==> src/rtl/pdm_bf_pkg.sv <==
// pdm_bf_pkg: shared types and width helpers for the PDM delay-and-sum beamformer.
package pdm_bf_pkg;

    typedef enum logic {FILL, RUN} fsm_state_t;

    function automatic int pc_w(input int n);
        return $clog2(n + 1);
    endfunction

    function automatic int dly_w(input int max_delay);
        return $clog2(max_delay);
    endfunction

    function automatic int out_w(input int n_mic, input int decim);
        return $clog2(n_mic * decim) + 2;
    endfunction

endpackage

==> src/rtl/pdm_delay_line.sv <==
// pdm_delay_line: one channel's PDM shift register with a programmable tap.
// Delay 0 selects the live input bit; delay d selects the bit from d strobes ago.
module pdm_delay_line
    import pdm_bf_pkg::*;
#(
    parameter int MAX_DELAY = 32,
    parameter int DLY_W     = dly_w(MAX_DELAY)
) (
    input  logic             clk,
    input  logic             rst,
    input  logic             stb,
    input  logic             din,
    input  logic [DLY_W-1:0] delay,
    output logic             tap
);

    logic [MAX_DELAY-2:0] r_sr;
    logic [MAX_DELAY-1:0] w_line;

    assign w_line = {r_sr, din};
    assign tap    = w_line[delay];

    always_ff @(posedge clk or posedge rst) begin
        if (rst)
            r_sr <= '0;
        else if (stb)
            r_sr <= w_line[MAX_DELAY-2:0];
    end

endmodule

==> src/rtl/pdm_delay_sum_beamformer.sv <==
// pdm_delay_sum_beamformer: per-channel delayed PDM bits summed as +-1 and boxcar-decimated.
// Optional CHAN_MASK_EN adds chan_en; masked channels contribute 0 instead of +-1.
module pdm_delay_sum_beamformer
    import pdm_bf_pkg::*;
#(
    parameter int N_MIC     = 16,
    parameter int MAX_DELAY = 32,
    parameter int DECIM     = 8,
    parameter int DLY_W     = dly_w(MAX_DELAY),
    parameter int OUT_W     = out_w(N_MIC, DECIM)
) (
    input  logic                       clk,
    input  logic                       rst,
    input  logic                       pdm_stb,
    input  logic [N_MIC-1:0]           pdm_data,
    input  logic                       cfg_we,
    input  logic [$clog2(N_MIC)-1:0]   cfg_ch,
    input  logic [DLY_W:0]             cfg_delay,
    output logic signed [OUT_W-1:0]    out_data,
    output logic                       out_valid,
    input  logic                       out_ready,
    output logic                       overrun,
    input  logic                       ovr_clr
`ifdef CHAN_MASK_EN
    ,
    input  logic [N_MIC-1:0]           chan_en
`endif
);

    localparam int PC_W  = pc_w(N_MIC);
    localparam int FRM_W = $clog2(DECIM);

    fsm_state_t               r_state, w_state_nx;
    logic [DLY_W-1:0]         r_fill, w_fill_nx;
    logic [FRM_W-1:0]         r_frm, w_frm_nx;
    logic signed [OUT_W-1:0]  r_acc, w_acc_nx, r_out, w_out_nx, w_term, w_sum;
    logic                     r_valid, w_valid_nx, r_ovr, w_ovr_nx;
    logic [DLY_W-1:0]         r_delay [N_MIC];
    logic [N_MIC-1:0]         w_taps, w_en;
    logic [PC_W-1:0]          w_pop, w_nen;
    logic [DLY_W-1:0]         w_sat;
    logic                     w_cfg, w_done, w_take;

`ifdef CHAN_MASK_EN
    assign w_en = chan_en;
`else
    assign w_en = '1;
`endif

    for (genvar c = 0; c < N_MIC; c++) begin : g_ch
        pdm_delay_line #(.MAX_DELAY(MAX_DELAY), .DLY_W(DLY_W)) u_dl (
            .clk   (clk),
            .rst   (rst),
            .stb   (pdm_stb),
            .din   (pdm_data[c]),
            .delay (r_delay[c]),
            .tap   (w_taps[c])
        );
    end

    always_comb begin
        w_pop = '0;
        w_nen = '0;
        for (int i = 0; i < N_MIC; i++) begin
            w_pop += PC_W'(w_taps[i] & w_en[i]);
            w_nen += PC_W'(w_en[i]);
        end
    end

    // Term is 2*active_ones - active_channels, i.e. the +-1 sum over enabled channels.
    assign w_term = OUT_W'({w_pop, 1'b0}) - OUT_W'(w_nen);
    assign w_sum  = r_acc + w_term;
    assign w_sat  = (cfg_delay > (DLY_W+1)'(MAX_DELAY - 1)) ? DLY_W'(MAX_DELAY - 1) : cfg_delay[DLY_W-1:0];
    assign w_cfg  = cfg_we && (32'(cfg_ch) < N_MIC);
    assign w_take = !r_valid || out_ready;

    always_comb begin
        w_state_nx = r_state;
        w_fill_nx  = r_fill;
        w_frm_nx   = r_frm;
        w_acc_nx   = r_acc;
        w_done     = 1'b0;
        if (w_cfg) begin
            w_state_nx = FILL;
            w_fill_nx  = DLY_W'(MAX_DELAY - 1);
            w_frm_nx   = '0;
            w_acc_nx   = '0;
        end else if (pdm_stb) begin
            if (r_state == FILL) begin
                w_fill_nx  = (r_fill == '0) ? r_fill : r_fill - 1'b1;
                w_state_nx = (r_fill == '0) ? RUN : FILL;
            end else begin
                w_done   = (r_frm == FRM_W'(DECIM - 1));
                w_frm_nx = r_frm + 1'b1;
                w_acc_nx = w_done ? '0 : w_sum;
            end
        end
        w_out_nx   = (w_done && w_take) ? w_sum : r_out;
        w_valid_nx = (w_done && w_take) || (r_valid && !out_ready);
        w_ovr_nx   = (r_ovr && !ovr_clr) || (w_done && !w_take);
    end

    always_ff @(posedge clk or posedge rst) begin
        if (rst) begin
            r_state <= FILL;
            r_fill  <= DLY_W'(MAX_DELAY - 1);
            r_frm   <= '0;
            r_acc   <= '0;
            r_out   <= '0;
            r_valid <= 1'b0;
            r_ovr   <= 1'b0;
        end else begin
            r_state <= w_state_nx;
            r_fill  <= w_fill_nx;
            r_frm   <= w_frm_nx;
            r_acc   <= w_acc_nx;
            r_out   <= w_out_nx;
            r_valid <= w_valid_nx;
            r_ovr   <= w_ovr_nx;
        end
    end

    always_ff @(posedge clk or posedge rst) begin
        if (rst) begin
            for (int i = 0; i < N_MIC; i++)
                r_delay[i] <= '0;
        end else if (w_cfg) begin
            r_delay[cfg_ch] <= w_sat;
        end
    end

    assign out_data  = r_out;
    assign out_valid = r_valid;
    assign overrun   = r_ovr;

endmodule
==> config.mk <==
export PLATFORM = sky130hd
export DESIGN_NAME = pdm_delay_sum_beamformer
export DESIGN_NICKNAME = d
export VERILOG_FILES = /design/src/rtl/pdm_bf_pkg.sv /design/src/rtl/pdm_delay_line.sv /design/src/rtl/pdm_delay_sum_beamformer.sv
export SDC_FILE = /design/constraint.sdc
export NUM_CORES = 1
export LEC_CHECK = 0
export CAP_MARGIN = 5
export CORE_UTILIZATION = 57
export DETAILED_ROUTE_END_ITERATION = 12
export PLACE_DENSITY = 0.82
export SYNTH_ARGS = -nofsm -noshare
export SYNTH_HDL_FRONTEND = slang
export SYNTH_SLANG_ARGS = --single-unit
==> constraint.sdc <==
create_clock -name clk -period 18.96 [get_ports clk]
set_input_delay 1.896 -clock clk [delete_from_list [all_inputs] [get_ports clk]]
set_output_delay 1.896 -clock clk [all_outputs]
set_load 0.01 [all_outputs]
### Word level (Yosys, flattened, before mapping)

Index checks and enable logic that the tools add are counted.

| operators by class | value |
|---|---|
| add/subtract/negate cells | 19 |
| multipliers | 0 |
| divide/modulo/power cells | 0 |
| magnitude comparators | 19 |
| eq/ne operators | 3 |
| shift-type cells | 0 |
| multiplexer cells | 54 |
| bitwise operators | 1 |
| reductions and logical operators | 17 |

Operator list:

| cell | count |
|---|---|
| $lt A5 B6 Y1 const B | 16 |
| $bmux W1 S5 | 16 |
| $bwmux W80 | 1 |
| $add A5 B1 Y5 | 11 |
| $mux W9 | 4 |
| $mux W5 | 6 |
| $mux W1 | 23 |
| $demux W5 S4 | 1 |
| $add A9 B7 Y9 | 1 |
| $mux W3 | 3 |
| $sub A6 B5 Y7 const B | 1 |
| $gt A6 B5 Y1 const B | 1 |
| $add A4 B1 Y5 | 1 |
| $ge A5 B5 Y1 const B | 1 |
| $logic_and A1 B1 Y1 | 5 |
| $logic_not A5 Y1 | 1 |
| $lt A5 B1 Y1 const B | 1 |
| $not A4 Y5 | 1 |
| $sub A5 B1 Y5 const B | 1 |
| $add A3 B1 Y4 | 1 |
| $logic_not A1 Y1 | 4 |
| $ne A2 B2 Y1 const B | 2 |
| $reduce_bool A2 Y1 | 2 |
| $add A2 B1 Y3 | 1 |
| other kinds (6) | 8 |

| word-level totals | value |
|---|---|
| register bits | 605 |
| bits in latches | 0 |
| RAM bits | 0 |
| memory bits (read-only) | 0 |
| input port bits | 32 |
| output and inout port bits | 11 |
| logic and storage cells | 152 |
| memories kept | 0 |

### Longest topological paths before layout

| logic depth | value |
|---|---|
| depth after elaboration | 23 |
| gate-level depth with buffers | 25 |
| gate-level depth less buffers | 24 |

### Cells and area by module

From an unflattened synthesis, not the netlist that was laid out.

| second synthesis, totals | value |
|---|---|
| cells, all modules | 2211 |
| area, all modules | 28446.0 µm² |

Modules (own cells, without submodules):

| module | times used | cells an instance | area each (µm²) | seq. area each (µm²) |
|---|---|---|---|---|
| pdm_delay_line | 16 | 107 | 1468.9 | 775.7 |
| pdm_delay_sum_beamformer | 1 | 499 | 4943.5 | 2683.8 |

### Least setup slack after synthesis

OpenSTA, ideal clock, no wires.

| timing | value |
|---|---|
| path kind | input to register |
| start | input port pdm_data[3] |
| end | register r_acc[7] |
| arrival | 7.590 ns |
| data required time | 18.884 ns |
| path slack | 11.293 ns |
| stages | 23 |
| path through | mux4_2 -> mux4_2 -> mux2_2 -> fa_1 -> fa_1 -> fa_1 -> inv_1 -> fa_1 -> inv_1 -> ha_1 -> a21o_1 -> a21oi_4 -> xnor2_2 -> bufinv_8 -> ha_1 -> inv_1 -> ha_1 -> o31ai_1 -> nor4b_1 -> a311oi_1 -> a21oi_1 -> or3_1 -> o21ai_1 |

| between the ends | value |
|---|---|
| word-level cells in the longest chain between the ends | 21 |

RTL lines:

| what | RTL line | RTL |
|---|---|---|
| from (decl) | pdm_delay_sum_beamformer.sv:15 | `input logic [N_MIC-1:0] pdm_data,` |
| $bmux W1 S5 | pdm_delay_line.sv:21 | `assign tap = w_line[delay];` |
| $mux W1 (not written as such) | pdm_delay_line.sv:21 |  |
| $add A3 B1 Y4 | pdm_delay_sum_beamformer.sv:65 | `w_pop += PC_W'(w_taps[i] & w_en[i]);` |
| $add A4 B1 Y5 | pdm_delay_sum_beamformer.sv:65 |  |
| $add A5 B1 Y5 (11 in a row) | pdm_delay_sum_beamformer.sv:65 |  |
| $sub A6 B5 Y7 | pdm_delay_sum_beamformer.sv:71 | `assign w_term = OUT_W'({w_pop, 1'b0}) - OUT_W'(w_nen);` |
| $add A9 B7 Y9 | pdm_delay_sum_beamformer.sv:72 | `assign w_sum = r_acc + w_term;` |
| $mux W9 | pdm_delay_sum_beamformer.sv:95 | `w_acc_nx = w_done ? '0 : w_sum;` |
| $mux W9 | pdm_delay_sum_beamformer.sv:89 | `if (r_state == FILL) begin` |
| $mux W9 | pdm_delay_sum_beamformer.sv:88 | `end else if (pdm_stb) begin` |
| $mux W9 | pdm_delay_sum_beamformer.sv:83 | `if (w_cfg) begin` |
| to (signal assigned) | pdm_delay_sum_beamformer.sv:116 | `r_acc <= w_acc_nx;` |
| to (decl) | pdm_delay_sum_beamformer.sv:36 | `logic signed [OUT_W-1:0] r_acc, w_acc_nx, r_out, w_out_nx, w_term, w_sum;` |

No other way between the ends. The select of a mux whose other input is x is not followed.
A chain may end at the register's enable or synchronous reset.

### Worst setup path in the final report

| timing | value |
|---|---|
| start | input port pdm_data[1] |
| end | register r_acc[7] |

| between the ends | value |
|---|---|
| word-level cells in the longest chain between the ends | 23 |

RTL lines:

| what | RTL line |
|---|---|
| $bmux W1 S5 | pdm_delay_line.sv:21 |
| $mux W1 (not written as such) | pdm_delay_line.sv:21 |
| $add A1 B1 Y2 | pdm_delay_sum_beamformer.sv:65 |
| $add A2 B1 Y3 | pdm_delay_sum_beamformer.sv:65 |
| $add A3 B1 Y4 | pdm_delay_sum_beamformer.sv:65 |
| $add A4 B1 Y5 | pdm_delay_sum_beamformer.sv:65 |
| $add A5 B1 Y5 (11 in a row) | pdm_delay_sum_beamformer.sv:65 |
| $sub A6 B5 Y7 | pdm_delay_sum_beamformer.sv:71 |
| $add A9 B7 Y9 | pdm_delay_sum_beamformer.sv:72 |
| $mux W9 | pdm_delay_sum_beamformer.sv:95 |
| $mux W9 | pdm_delay_sum_beamformer.sv:89 |
| $mux W9 | pdm_delay_sum_beamformer.sv:88 |
| $mux W9 | pdm_delay_sum_beamformer.sv:83 |

No other way between the ends. The select of a mux whose other input is x is not followed.

==> results.py <==
metrics = {
    "status": {
        "status": "complete, but fails checks",
        "violations": "design-rule violations",
    },
    "floorplan": {
        "fp.dieH_um": 220,
        "ioPinCount": 43,
        "die_w_um": 220,
        "core-area_sq_um": 46700,
        "start_util_pct": 58.0,
        "die-area_sq_um": 48300,
        "num_rows": 79,
    },
    "timing": {
        "slew_headroom_pct": 17.9,
        "finalCritPeriodShare_pct": 42.3,
        "worst_slew_pin_slew_ps": 1220,
        "rsz0062_at_grt": "false",
        "finalHoldViolCount": 0,
        "drv_slew": 0,
        "max_freq_mhz": 125,
        "fin_tns_setup_ps": 0,
        "fin_ws_ps": 10930,
        "skew_ps": 21.7,
        "finalCriticalPeriod_ps": 8030,
        "finalSetupViolations": 0,
    },
    "clocking": {
        "clk_latency_ps": 610,
        "clkTransAtPathRegs_ps": 60,
        "cts_buffer_depth": 3,
        "postCtsHoldBufs": 0,
        "post_cts_buffers": 0,
        "ctsResizeCount": 0,
        "tritoncts": "yes",
        "clock-sinks": 603,
        "cts-root-buf": "clkbuf_16",
        "cts_buffers": 59,
        "h-tree-depth": 2,
    },
    "final_layout": {
        "n_antenna_cell": 0,
        "final_nets": 1810,
        "mostFrequentLayoutCells": "598 x dfrtp_1, 507 x mux2_2, 160 x mux4_2, 67 x nand2_1, 61 x clkbuf_16",
        "regArea_sq_um": 15100,
        "drive_above_1_share_pct": 44.1,
        "n_fill_cell": 3208,
        "final_util_pct": 64.2,
        "multi_input_area_sq_um": 11400,
        "final_common_cell": "dfrtp_1",
        "stdcell_count": 2408,
        "synthToLayoutAreaGrowth_pct": 10.8,
    },
    "grt": {
        "grt_max_degree": 171,
        "grt_overflow_total": 0,
        "grt_usage_pct": 21.5,
        "grt_pass1_wl_um": 82400,
        "grt_pass1_vias": 15600,
        "antenna_found_initial": 2,
    },
    "critical_path": {
        "r2r_end": "r_acc[7]$_DFFE_PP0P_",
        "arrival_ps": 8560,
        "r2r-start": "r_delay[0]$_DFFE_PP0P_",
        "crit_fanout": 6,
        "reg2reg_depth": 22,
        "critical_path_class": "input port to register",
        "end_kind": "register",
        "start_kind": "input port",
        "required_ps": 19490,
        "reg2reg_slack_ps": 11830,
    },
    "synthesis": {
        "yosysUniqueCellTypes": 57,
        "synth_edf_count": 0,
        "synthFlopType": "dfrtp_1",
        "synthTopCellsByArea": "dfrtp_1 55%, mux2_2 21%, mux4_2 13%, clkbuf_1 1.0%, nand2_1 0.93%",
        "syn-num-nets": 1796,
        "avgSynthCellArea_sq_um": 15.6,
        "synthArstFlopShare_pct": 100,
        "netlist_area_sq_um": 27000,
        "yosysTopAreaCellShare_pct": 55.3,
        "synth_seq_cells": 603,
        "yosysWarnings": 0,
        "syn-instance-count": 1738,
        "ys_seq_area_share_pct": 55.8,
        "yosys.area.top_type": "dfrtp_1",
    },
    "power_and_ir_drop": {
        "power.switching_uw": 2220,
        "total_power_uw": 6160,
        "seqPwrFrac_pct": 34.9,
        "comb_power_share_pct": 45.7,
        "p_int_uw": 3940,
        "p_clk_share_pct": 19.4,
        "power.density_nw_per_um2": 206,
        "peakVddDrop_uv": 428,
        "p_leak_uw": 0.0129,
        "swShare_pct": 36.1,
    },
    "drt": {
        "dr_total_vias": 14600,
        "routed_wl_um": 48900,
        "detail_route.wl_per_cell_um": 20.3,
        "drc_errors": 6,
        "avgViaCountPerCell": 6.06,
        "drt_iter0_markers": 877,
        "drtPass1Iterations": 9,
        "ant_nets": 0,
    },
    "placed_design": {
        "gp_congestion": 0.782,
        "dpl_worst_slack_ps": 10370,
        "hpwl_um": 30500,
        "port_buffers": 41,
        "place_inst": 2298,
    },
    "flow_run": {
        "drv_cap": 0,
    },
    "min_path": {
        "hold_end": "out_data[2]$_DFFE_PP0P_",
        "hold_depth": 2,
        "hp-start": "out_data[2]$_DFFE_PP0P_",
        "hp-class": "register to register",
    },
}
[final cells by class]
type / instances / area share, %
Clock inverter: 18 / 0.756
Timing Repair Buffer: 55 / 1.78
Inverter: 23 / 0.359
Clock buffer: 92 / 5.95
Tap cell: 607 / 2.54
Sequential cell: 603 / 50.4
Multi-Input combinational cell: 1010 / 38.2
[cell usage after synthesis (3+ instances only)]
cell type    n
dfrtp_1    598
mux2_2     507
mux4_2     160
clkbuf_1    73
nand2_1     67
nor2_1      56
a21oi_1     49
o21ai_0     45
buf_2       27
inv_1       22
ha_1        15
fa_1        11
nand2b_1    10
nor3_1       9
mux2i_1      8
nand3_1      8
o21ai_1      7
xnor2_1      6
dfstp_2      5
nor3b_1      4
xor2_1       4
a21o_1       3
[per-layer routing]
metal	routed length, um	vias up	GRT usage, %	share of wire [%]
met2	23700	238	34.4	48
met4	1140	2	6.80	2.3
met3	1860	86	3.15	3.8
met1	22200	7774	30.9	45
li1	-	6490	-	-
met5	14	-	0	0.029
[power by group through the flow]
| stage | registers [uW] | logic, uW | clock network, uW |
|---|---|---|---|
| floorplan | 1990 | 2250 | 0 |
| global placement | 2130 | 2600 | 0 |
| detailed placement | 2170 | 2750 | 0 |
| CTS | 2150 | 2810 | 1220 |
| global route | 2230 | 3070 | 1270 |
| finish | 2150 | 2820 | 1200 |
[metrics by stage]
step	instance area, sq um	hold WS [ps]
after CTS	30000	494
after global routing	30000	512
after detailed placement	27900	479
after floorplan	27000	456
final	30000	483
after global placement	27900	472
[critical path, stage by stage]
cell and delay, ps:
clkdlybuf4s50_1 430, mux4_2 460, mux4_2 470, mux2_2 300, fa_1 520, fa_1 420, fa_1 520, inv_1 50
fa_1 480, inv_1 70, ha_1 290, a21o_1 220, a21oi_4 200, xnor2_2 170, bufinv_8 250, ha_1 280
inv_1 60, ha_1 310, o31ai_1 100, nor4b_1 170, a311oi_1 270, a21oi_1 180, or3_1 360, o21ai_1 70
[logic make-up (layout without fill, tap and decap cells)]
| kind of cell | count (synthesis) | after routing | synth area share, % |
|---|---|---|---|
| multiplexers | 675 | 675 | 34.7 |
| AND/OR/NAND/NOR | 171 | 171 | 2.81 |
| buffers and inverters | 125 | 188 | 1.94 |
| adder cells (fa/ha/maj) | 27 | 27 | 1.55 |
| XOR/XNOR | 12 | 12 | 0.467 |
| other | 1 | 1 | 0.0139 |
| AO/OA/AOI/OAI | 124 | 124 | 2.67 |
| flip-flops | 603 | 603 | 55.8 |
[how the worst max path moves through the flow]
stage,from,endpoint,slack (ps),cells past startpoint
finish,pdm_data[1],r_acc[7]$_DFFE_PP0P_,10930,24
global route,pdm_data[3],r_acc[7]$_DFFE_PP0P_,10720,24
CTS,pdm_data[15],r_acc[7]$_DFFE_PP0P_,10970,25
detailed placement,pdm_data[15],r_acc[7]$_DFFE_PP0P_,10370,23
global placement,pdm_data[1],r_acc[7]$_DFFE_PP0P_,10540,24
floorplan,rst,g_ch[0].u_dl.r_sr[0]$_DFFE_PP0P_,190,1
[flip-flops by register name, summed over array words and instances, names as in the netlist]
signal,count
out_valid,1
r_acc,8
r_frm,3
overrun,1
r_state,1
r_delay,80
r_fill,5
g_ch.u_dl.r_sr,496
out_data,8
Note: power is estimated with default switching activity, not from simulation.
